File: config.mk
export PLATFORM = sky130hd
export DESIGN_NAME = count_monitor_flat
export DESIGN_NICKNAME = d
export VERILOG_FILES = /design/src/rtl/count_monitor_pkg.sv /design/src/rtl/count_monitor_if.sv /design/src/rtl/count_monitor_sat_counter.sv /design/src/rtl/count_monitor.sv /design/src/flat_wrapper.sv
export SDC_FILE = /design/constraint.sdc
export NUM_CORES = 1
export LEC_CHECK = 0
export ABC_AREA = 1
export CORE_MARGIN = 1
export CORE_UTILIZATION = 50
export CTS_CLUSTER_DIAMETER = 50
export DETAILED_ROUTE_END_ITERATION = 6
export MAX_ROUTING_LAYER = met4
export PLACE_DENSITY = 0.77
export SKIP_LAST_GASP = 1
export SLEW_MARGIN = 20
export SYNTH_ARGS = -nofsm -noshare
export SYNTH_HDL_FRONTEND = slang
export SYNTH_HIERARCHICAL = 1
export SYNTH_SLANG_ARGS = --single-unit
File: constraint.sdc
create_clock -name clk_i -period 2.7 [get_ports clk_i]
set_input_delay 0.27 -clock clk_i [delete_from_list [all_inputs] [get_ports clk_i]]
set_output_delay 0.27 -clock clk_i [all_outputs]
set_load 0.005 [all_outputs]
File: src/rtl/count_monitor_pkg.sv
// Shared types and default parameters for the count_monitor observer.
package count_monitor_pkg;

  typedef enum logic [1:0] {
    UNSYNC = 2'd0,
    TRACK  = 2'd1,
    FAULT  = 2'd2
  } mon_state_t;

  localparam int unsigned W_DEF           = 8;
  localparam int unsigned ERR_W_DEF       = 8;
  localparam int unsigned SYNC_CYCLES_DEF = 2;

  // Width needed to hold a match count from 0 up to sync_cycles inclusive.
  function automatic int unsigned match_w(input int unsigned sync_cycles);
    return $clog2(sync_cycles + 1);
  endfunction

endpackage

File: src/rtl/count_monitor_if.sv
// Observed counter stream: the enable fed to the counter and the counter value it produced.
interface count_monitor_if
  import count_monitor_pkg::*;
#(
  parameter int unsigned W = W_DEF
) ();

  logic         cnt_en;
  logic [W-1:0] count_in;

  modport master (output cnt_en, output count_in);
  modport slave  (input  cnt_en, input  count_in);

endinterface

File: src/rtl/count_monitor_sat_counter.sv
// Saturating event counter: clears on reset or clr, increments on inc, holds at all-ones.
module sat_counter #(
  parameter int unsigned WIDTH = 8
) (
  input  logic             clk_i,
  input  logic             rst_i,
  input  logic             clr_i,
  input  logic             inc_i,
  output logic [WIDTH-1:0] value_o
);

  localparam logic [WIDTH-1:0] MAX_VAL  = {WIDTH{1'b1}};
  localparam logic [WIDTH-1:0] ZERO_VAL = {WIDTH{1'b0}};

  logic [WIDTH-1:0] value_q;
  logic [WIDTH-1:0] value_d;

  always_comb begin
    value_d = value_q;
    if (clr_i) begin
      value_d = ZERO_VAL;
    end else if (inc_i && (value_q != MAX_VAL)) begin
      value_d = value_q + WIDTH'(1);
    end else begin
      value_d = value_q;
    end
  end

  always_ff @(posedge clk_i) begin
    if (rst_i) begin
      value_q <= ZERO_VAL;
    end else begin
      value_q <= value_d;
    end
  end

  assign value_o = value_q;

endmodule

File: src/rtl/count_monitor.sv
// Observer for an enable-gated up-counter: locks onto the stream, flags mismatches and wraps.
// Define COUNT_MONITOR_STICKY_EN to latch a sticky fault on mismatch instead of relocking.
module count_monitor
  import count_monitor_pkg::*;
#(
  parameter int unsigned W           = W_DEF,
  parameter int unsigned ERR_W       = ERR_W_DEF,
  parameter int unsigned SYNC_CYCLES = SYNC_CYCLES_DEF
) (
  input  logic             clk_i,
  input  logic             rst_i,
  input  logic             clr_i,
  count_monitor_if.slave   obs_if,
  output logic             locked_o,
  output logic             fault_o,
  output logic             err_pulse_o,
  output logic [ERR_W-1:0] err_count_o,
  output logic             wrap_pulse_o,
  output logic [ERR_W-1:0] wrap_count_o
);

  localparam int unsigned MW = match_w(SYNC_CYCLES);

  mon_state_t    state_q,      state_d;
  logic          valid_q,      valid_d;
  logic [W-1:0]  prev_count_q, prev_count_d;
  logic          prev_en_q,    prev_en_d;
  logic [MW-1:0] match_cnt_q,  match_cnt_d;
  logic          locked_q,     locked_d;
  logic          fault_q,      fault_d;
  logic          err_pulse_q,  err_pulse_d;
  logic          wrap_pulse_q, wrap_pulse_d;

  logic [W-1:0]  exp_s;
  logic          match_s;
  logic          wrap_s;
  logic [MW-1:0] match_inc_s;
  logic          err_inc_s;
  logic          wrap_inc_s;

  // The counter applies its enable on the sampling edge, so its effect shows one sample later.
  assign exp_s       = prev_count_q + {{(W-1){1'b0}}, prev_en_q};
  assign match_s     = (obs_if.count_in == exp_s);
  assign wrap_s      = prev_en_q && (prev_count_q == {W{1'b1}}) && (obs_if.count_in == {W{1'b0}});
  assign match_inc_s = match_cnt_q + MW'(1);

  always_comb begin
    state_d      = state_q;
    valid_d      = 1'b1;
    prev_count_d = obs_if.count_in;
    prev_en_d    = obs_if.cnt_en;
    match_cnt_d  = match_cnt_q;
    locked_d     = locked_q;
    fault_d      = fault_q;
    err_pulse_d  = 1'b0;
    wrap_pulse_d = 1'b0;
    err_inc_s    = 1'b0;
    wrap_inc_s   = 1'b0;
    if (clr_i) begin
      state_d      = UNSYNC;
      valid_d      = 1'b0;
      prev_count_d = {W{1'b0}};
      prev_en_d    = 1'b0;
      match_cnt_d  = {MW{1'b0}};
      locked_d     = 1'b0;
      fault_d      = 1'b0;
    end else begin
      case (state_q)
        UNSYNC: begin
          if (!valid_q) begin
            match_cnt_d = {MW{1'b0}};
          end else if (match_s) begin
            if (match_inc_s == MW'(SYNC_CYCLES)) begin
              state_d     = TRACK;
              locked_d    = 1'b1;
              match_cnt_d = {MW{1'b0}};
            end else begin
              match_cnt_d = match_inc_s;
            end
          end else begin
            match_cnt_d = {MW{1'b0}};
          end
        end
        TRACK: begin
          if (match_s) begin
            wrap_pulse_d = wrap_s;
            wrap_inc_s   = wrap_s;
          end else begin
            err_pulse_d = 1'b1;
            err_inc_s   = 1'b1;
            locked_d    = 1'b0;
            match_cnt_d = {MW{1'b0}};
`ifdef COUNT_MONITOR_STICKY_EN
            state_d     = FAULT;
            fault_d     = 1'b1;
`else
            state_d     = UNSYNC;
`endif
          end
        end
`ifdef COUNT_MONITOR_STICKY_EN
        // Parked until rst/clr; the stream is deliberately ignored here.
        FAULT: begin
          locked_d = 1'b0;
          fault_d  = 1'b1;
        end
`endif
        default: begin
          state_d     = UNSYNC;
          locked_d    = 1'b0;
          match_cnt_d = {MW{1'b0}};
        end
      endcase
    end
`ifndef COUNT_MONITOR_STICKY_EN
    fault_d = 1'b0;
`endif
  end

  always_ff @(posedge clk_i) begin
    if (rst_i) begin
      state_q      <= UNSYNC;
      valid_q      <= 1'b0;
      prev_count_q <= {W{1'b0}};
      prev_en_q    <= 1'b0;
      match_cnt_q  <= {MW{1'b0}};
      locked_q     <= 1'b0;
      fault_q      <= 1'b0;
      err_pulse_q  <= 1'b0;
      wrap_pulse_q <= 1'b0;
    end else begin
      state_q      <= state_d;
      valid_q      <= valid_d;
      prev_count_q <= prev_count_d;
      prev_en_q    <= prev_en_d;
      match_cnt_q  <= match_cnt_d;
      locked_q     <= locked_d;
      fault_q      <= fault_d;
      err_pulse_q  <= err_pulse_d;
      wrap_pulse_q <= wrap_pulse_d;
    end
  end

  sat_counter #(.WIDTH(ERR_W)) u_err_cnt (
    .clk_i   (clk_i),
    .rst_i   (rst_i),
    .clr_i   (clr_i),
    .inc_i   (err_inc_s),
    .value_o (err_count_o)
  );

  sat_counter #(.WIDTH(ERR_W)) u_wrap_cnt (
    .clk_i   (clk_i),
    .rst_i   (rst_i),
    .clr_i   (clr_i),
    .inc_i   (wrap_inc_s),
    .value_o (wrap_count_o)
  );

  assign locked_o     = locked_q;
  assign fault_o      = fault_q;
  assign err_pulse_o  = err_pulse_q;
  assign wrap_pulse_o = wrap_pulse_q;

endmodule

File: src/flat_wrapper.sv
// flat-port wrapper written by rule: the top's interface ports become plain ports
module count_monitor_flat import count_monitor_pkg::*;
#(
  parameter int unsigned W           = W_DEF,
  parameter int unsigned ERR_W       = ERR_W_DEF,
  parameter int unsigned SYNC_CYCLES = SYNC_CYCLES_DEF
)
  (clk_i, rst_i, clr_i, locked_o, fault_o, err_pulse_o, err_count_o, wrap_pulse_o, wrap_count_o, obs_if_cnt_en, obs_if_count_in);
  count_monitor_if #(.W(W)) obs_if_i ();
  input  logic clk_i;
  input  logic rst_i;
  input  logic clr_i;
  output logic locked_o;
  output logic fault_o;
  output logic err_pulse_o;
  output logic [ERR_W-1:0] err_count_o;
  output logic wrap_pulse_o;
  output logic [ERR_W-1:0] wrap_count_o;
  input wire logic [$bits(obs_if_i.cnt_en)-1:0] obs_if_cnt_en;
  input wire logic [$bits(obs_if_i.count_in)-1:0] obs_if_count_in;
  assign obs_if_i.cnt_en = obs_if_cnt_en;
  assign obs_if_i.count_in = obs_if_count_in;
  count_monitor #(.W(W), .ERR_W(ERR_W), .SYNC_CYCLES(SYNC_CYCLES)) u_core (.clk_i(clk_i), .rst_i(rst_i), .clr_i(clr_i), .obs_if(obs_if_i), .locked_o(locked_o), .fault_o(fault_o), .err_pulse_o(err_pulse_o), .err_count_o(err_count_o), .wrap_pulse_o(wrap_pulse_o), .wrap_count_o(wrap_count_o));
endmodule
==> impl_metrics.env, run 1 <==
export IMPL_maxSlewViolCount=0
export IMPL_utilization=0.6385
export IMPL_ys_seq_area_frac=0.3568
export IMPL_reg2regPathDepth=15
export IMPL_dr_total_vias=1682
export IMPL_post_cts_setup_buffers=0
export IMPL_hp_class="reg2reg"
export IMPL_area_delta_synth_final_pct=22.52
export IMPL_post_drt_wl_per_cell_um=10.22
export IMPL_timing_rr_start="u_core/prev_count_q[0]"
export IMPL_crit_fanout=12
export IMPL_tightest_slew_ns=0.5416
export IMPL_setup_tns_ns=0
export IMPL_ir_drop_uv=227.5
export IMPL_grt_overflow_total=0
export IMPL_drtIter0Drc=115
export IMPL_viasPerCell=4.833
export IMPL_numCtsBuffers=5
export IMPL_synth_cells=268
export IMPL_min_from="u_core/match_cnt_q[1]"
export IMPL_clock_path_buffers=2
export IMPL_cts_tree="yes"
export IMPL_power_density_mw_per_mm2=365.3
export IMPL_layout_drive_gt1_share=0.08609
export IMPL_slew_headroom=0.6376
export IMPL_grt_start_max_net_pins=13
export IMPL_min_period_ns=2.257
export IMPL_worst_setup_path_end_kind="flop"
export IMPL_max_cap_violations=0
export IMPL_clock_latency_ns=0.33
export IMPL_async_flop_share=0
export IMPL_crit_path_max_incr_delay_ns=0.32
export IMPL_portBuffers=30
export IMPL_cp_start_kind="flop"
export IMPL_slowest_stage="dfxtp_1"
export IMPL_ys_flop_type="dfxtp_1"
export IMPL_crit_chain="ha_1, ha_1, inv_1, nand2_1, nand4_1, nor2_1, nand2_1, nor2_2, nand3_2, inv_1, inv_1, nor2_1, nand3_1, nand2_1, nor2_1"
export IMPL_rsz0062_at_grt="false"
export IMPL_ys_top_cells_by_count="65 x nand2_1, 51 x nor2_1, 38 x inv_1"
export IMPL_diodes=0
export IMPL_die_x_um=60.98
export IMPL_final_cells=348
export IMPL_dpl_cell_count=342
export IMPL_syn_area_per_cell_um2=6.489
export IMPL_synth_largest_area_cell="dfxtp_1"
export IMPL_dp_hpwl_mm=2.658
export IMPL_synthesis_nets=284
export IMPL_fin_area_mm2=0.002131
export IMPL_first_global_vias=1389
export IMPL_ios=32
export IMPL_ctsHoldBuffers=0
export IMPL_synth_most_common_cell="nand2_1"
export IMPL_status="complete, no violations"
export IMPL_dpl_cell_area_mm2=0.002090
export IMPL_ys_ff_latch=31
export IMPL_initial_utilization=0.5212
export IMPL_die_y_um=60.98
export IMPL_h_tree_depth=2
export IMPL_arrival_ns=2.48
export IMPL_path_clk_slew_ns=0.09
export IMPL_yosys_warnings=6
export IMPL_globalplace_congestion=0.7981
export IMPL_hold_path_end="u_core/match_cnt_q[1]"
export IMPL_grt_pass1_wl_mm=5.706
export IMPL_fin_worst_skew_ns=0.01054
export IMPL_finalCritPeriodShare=0.8359
export IMPL_fmax_mhz=443.1
export IMPL_post_cts_resized=0
export IMPL_finalSetupViolCount=0
export IMPL_synth_area_top_cells="dfxtp_1 36%, nand2_1 14%, nor2_1 11%"
export IMPL_die_area_mm2=0.003718
export IMPL_cts_sinks=31
export IMPL_crit_type="reg2reg"
export IMPL_drt_total_wl_mm=3.555
export IMPL_synth_edff_count=0
export IMPL_r2r_slack_ns=0.44
export IMPL_r2r_end="u_core/u_wrap_cnt/value_o[3]"
export IMPL_syn_area_mm2=0.001739
export IMPL_ant_nets=0
export IMPL_track_usage=0.2161
export IMPL_ctsRootBufferMaster="clkbuf_4"
export IMPL_hold_depth=2
export IMPL_finalHoldViolCount=0
export IMPL_p_leak_nw=0.8675
export IMPL_drc_errors=0
export IMPL_num_rows=21
export IMPL_synth_top_cell_area_share=0.3568
export IMPL_synth_distinct_cells=24
export IMPL_coreArea_mm2=0.003337
export IMPL_antenna_found_initial=0
export IMPL_required_ns=2.92
export IMPL_dr_pass1_iters=4
export IMPL_fin_nets=319
where the power goes:
part	total, mW	switching [mW]	internal (mW)
registers	0.468	0.00503	0.463
clock network	0.240	0.147	0.0925
logic	0.0708	0.0393	0.0315
state kept, by name (all words and copies together) (netlist names), 2 cells and up:
name                       cells
u_core/prev_count_q            8
u_core/u_wrap_cnt/value_o      8
u_core/match_cnt_q             2
u_core/u_err_cnt/value_o       8
how the worst max path moves through the flow:
stage	startpoint	endpoint	slack, ns	cells past startpoint
floorplan	u_core/prev_count_q[0]	u_core/u_wrap_cnt/value_o[7]	0.70	14
CTS	u_core/prev_count_q[0]	u_core/u_wrap_cnt/value_o[3]	0.44	15
global placement	obs_if_count_in[4]	u_core/u_wrap_cnt/value_o[3]	0.48	16
global route	u_core/prev_count_q[0]	u_core/u_wrap_cnt/value_o[3]	0.23	15
detailed placement	obs_if_count_in[4]	u_core/u_wrap_cnt/value_o[3]	0.42	16
finish	u_core/prev_count_q[0]	u_core/u_wrap_cnt/value_o[3]	0.44	15
cell type report:
| class | instances | area, um^2 |
|---|---|---|
| Sequential cell | 31 | 620.6 |
| Timing Repair Buffer | 31 | 307.8 |
| Multi-Input combinational cell | 191 | 942.2 |
| Inverter | 43 | 161.4 |
| Fill cell | 333 | 1206 |
| Clock buffer | 6 | 41.29 |
| Tap cell | 46 | 57.56 |
stage by stage:
step	setup slack (ns)	power, mW	hold WS, ns
2_1_floorplan	0.6996	0.5201	0.3420
3_3_place_gp	0.4838	0.5474	0.4332
3_5_place_dp	0.4248	0.5490	0.4329
4_1_cts	0.4438	0.7944	0.4467
5_1_grt	0.2269	0.8197	0.4828
6_report	0.4430	0.7784	0.4435
cell usage in the layout, fill, tap and decap left out, drive strengths merged:
cell type       n
a21oi          12
and3            1
buf             1
clkbuf          6
clkdlybuf4s50  30
clkinv          1
conb            1
dfxtp          31
ha              4
inv            42
nand2          69
nand3          26
nand4           5
nor2           58
nor3            2
o21ai           7
o31ai           1
xnor2           3
xor2            2
worst max-delay path, delay by kind of cell (launching register included):
kind,cells,cell delay (ns)
flops,1,0.32
fa+ha+maj,2,0.51
buf+inv,3,0.39
simple gates,10,0.94
layer usage:
| metal | vias up | global-route usage | wire length [um] |
|---|---|---|---|
| met2 | 47 | 0.3328 | 1580 |
| met1 | 740 | 0.2689 | 1733 |
| li1 | 890 | - | - |
| met3 | 5 | 0.04478 | 186 |
| met4 | 0 | 0.1039 | 55 |
| met5 | - | - | 0 |
logic make-up after synthesis:
family	count (synthesis)	share of synthesized area
AOI/OAI and AO/OA	20	0.05899
xor gates and xnor gates	5	0.02518
adders and majority gates	4	0.02878
buffers and inverters	46	0.1014
DFF	31	0.3568
other	1	0.002156
and+or+nand+nor	161	0.4266
No activity file was read; power rests on OpenSTA's default activity.
==> run 2, diff against run 1 <==
- clock period: 2.7 -> 2.3 ns (I/O delays scaled with it)
==> run 2 against run 1 <==
  * Global-route usage decreased by 0.75 points
  * Routed wire length is 2.8% lower
  * Final area up 3.3%
  * Critical path type unchanged
  * Hold slack lost 0.0047 ns
  * Sequential share of layout area is 0.94 points lower
  * Sequential cell count is the same
  * Highest routed layer unchanged
  * Sequential power is 17% higher
==> impl_metrics.env, run 2 (same netlist as run 1, synthesis figures left out) <==
export IMPL_ctsHoldBuffers=0
export IMPL_die_area_mm2=0.003718
export IMPL_die_x_um=60.98
export IMPL_fin_worst_skew_ns=0.01558
export IMPL_drt_total_wl_mm=3.454
export IMPL_grt_start_max_net_pins=13
export IMPL_cp_start_kind="flop"
export IMPL_ios=32
export IMPL_grt_pass1_wl_mm=5.540
export IMPL_path_clk_slew_ns=0.08
export IMPL_h_tree_depth=2
export IMPL_layout_common_cells="65 x nand2_1, 49 x nor2_1, 38 x inv_1, 31 x dfxtp_1, 30 x clkdlybuf4s50_1"
export IMPL_drc_errors=0
export IMPL_die_y_um=60.98
export IMPL_drtIter0Drc=114
export IMPL_utilization=0.6599
export IMPL_final_common_cell="nand2_1"
export IMPL_first_global_vias=1391
export IMPL_min_period_ns=2.091
export IMPL_grt_overflow_total=0
export IMPL_finalSetupViolCount=0
export IMPL_maxSlewViolCount=0
export IMPL_r2r_end="u_core/u_err_cnt/value_o[3]"
export IMPL_ctsRootBufferMaster="clkbuf_4"
export IMPL_fin_nets=324
export IMPL_ir_drop_uv=289.4
export IMPL_dp_hpwl_mm=2.574
export IMPL_power_density_mw_per_mm2=433.9
export IMPL_initial_utilization=0.5212
export IMPL_ant_nets=0
export IMPL_crit_type="reg2reg"
export IMPL_crit_fanout=5
export IMPL_antenna_found_initial=0
export IMPL_fmax_mhz=478.2
export IMPL_dr_total_vias=1665
export IMPL_r2r_slack_ns=0.21
export IMPL_timing_rr_start="u_core/prev_en_q"
export IMPL_max_cap_violations=0
export IMPL_globalplace_congestion=0.8590
export IMPL_worst_setup_path_end_kind="flop"
export IMPL_fill_cells=330
export IMPL_track_usage=0.2085
export IMPL_dr_pass1_iters=4
export IMPL_cts_sinks=31
export IMPL_dpl_cell_area_mm2=0.002097
export IMPL_clock_latency_ns=0.34
export IMPL_finalCritPeriodShare=0.9093
export IMPL_dp_slack_ns=0.1979
export IMPL_finalHoldViolCount=0
export IMPL_cts_tree="yes"
export IMPL_numCtsBuffers=5
export IMPL_area_delta_synth_final_pct=26.62
export IMPL_fin_area_mm2=0.002202
export IMPL_cp_endpoint="u_core/u_err_cnt/value_o[3]"
export IMPL_post_drt_wl_per_cell_um=9.757
export IMPL_required_ns=2.52
export IMPL_status="complete, no violations"
export IMPL_tightest_slew_ns=0.5657
export IMPL_diodes=0
export IMPL_fin_ws_ns=0.2086
export IMPL_arrival_ns=2.32
export IMPL_finalPower_uw=955.4
export IMPL_clock_path_buffers=2
export IMPL_portBuffers=30
export IMPL_coreArea_mm2=0.003337
export IMPL_multi_input_area_um2=957.2
export IMPL_num_rows=21
export IMPL_hp_class="in2reg"
export IMPL_viasPerCell=4.703
export IMPL_p_leak_nw=0.8974
export IMPL_crit_path_start="u_core/prev_en_q"
export IMPL_reg2regPathDepth=16
export IMPL_regArea_um2=620.6
export IMPL_slew_headroom=0.6215
export IMPL_layout_drive_gt1_share=0.1201
## run 2: changes by cell type in the layout (fill, tap and decap cells not counted)
cell	change
clkbuf_8	+1
nor2_4	+1
nor2_2	+1
nor2_1	-2
buf_4	+4
ha_1	-2
clkbuf_1	-1
ha_2	+2
clkdlybuf4s15_2	+1
clkinv_2	+1
## run 2: layer usage
metal	vias up	wire, um	GRT usage	part of all wire
met5	-	0	-	0
met4	0	70	0.08766	0.020
met3	8	113	0.04478	0.033
li1	912	-	-	-
met2	31	1523	0.3297	0.44
met1	714	1746	0.2565	0.51
## run 2: power breakdown
group | internal (mW) | switching [mW] | total (mW) | leakage, nW
Combinational | 0.0377 | 0.0461 | 0.0838 | 0.612
Sequential | 0.544 | 0.00582 | 0.549 | 0.251
Clock | 0.141 | 0.181 | 0.322 | 0.0341
## run 2: area by class of cell
cell class	count	area share
inverter	43	0.07330
tap	46	0.02614
sequential	31	0.2818
clock inverter	1	0.002273
timing repair buffer	36	0.1585
multi-input combinational	191	0.4347
clock buffer	6	0.02330
## run 2: repair_timing
action / CTS / global route
buffers inserted: 0 / 3
resized for setup: 0 / 5
endpoints found under the setup margin: 0 / 3
## run 2: worst min-delay path by stage
| stage | startpoint | end | slack (ns) | cells after the start |
|---|---|---|---|---|
| 6_report | obs_if_cnt_en | u_core/prev_en_q | 0.44 | 3 |
| 2_1_floorplan | rst_i | u_core/wrap_pulse_o | 0.30 | 1 |
| 3_3_place_gp | u_core/match_cnt_q[1] | u_core/match_cnt_q[1] | 0.43 | 2 |
| 3_5_place_dp | u_core/match_cnt_q[1] | u_core/match_cnt_q[1] | 0.43 | 2 |
| 5_1_grt | obs_if_cnt_en | u_core/prev_en_q | 0.44 | 3 |
| 4_1_cts | obs_if_cnt_en | u_core/prev_en_q | 0.42 | 3 |
## run 2: metrics by stage
step / setup TNS, ns / cells / hold slack (ns)
after floorplan: 0 / 268 / 0.3020
after global placement: 0 / 343 / 0.4340
after detailed placement: 0 / 343 / 0.4334
after CTS: 0 / 350 / 0.4160
after global routing: -0.002217 / 354 / 0.4400
final: 0 / 354 / 0.4388
## run 2: critical path, cell delays in order (launching register included)
cell and delay [ns]:
dfxtp_1 0.32, ha_2 0.19, ha_2 0.32, inv_1 0.04, nand2_1 0.04, nand4_1 0.08, nor2_1 0.09, nand2_1 0.09
nor2_4 0.13, nand2_1 0.07, nand2_1 0.09, nor2_2 0.05, buf_4 0.15, inv_1 0.08, nor2_2 0.05, a21oi_1 0.14
nor2_1 0.06
==> run 3, diff against run 2 <==
- CAP_MARGIN: not set -> 20
==> results of run 3 <==
Final layout, timing and power as in run 2 (identical DEF).
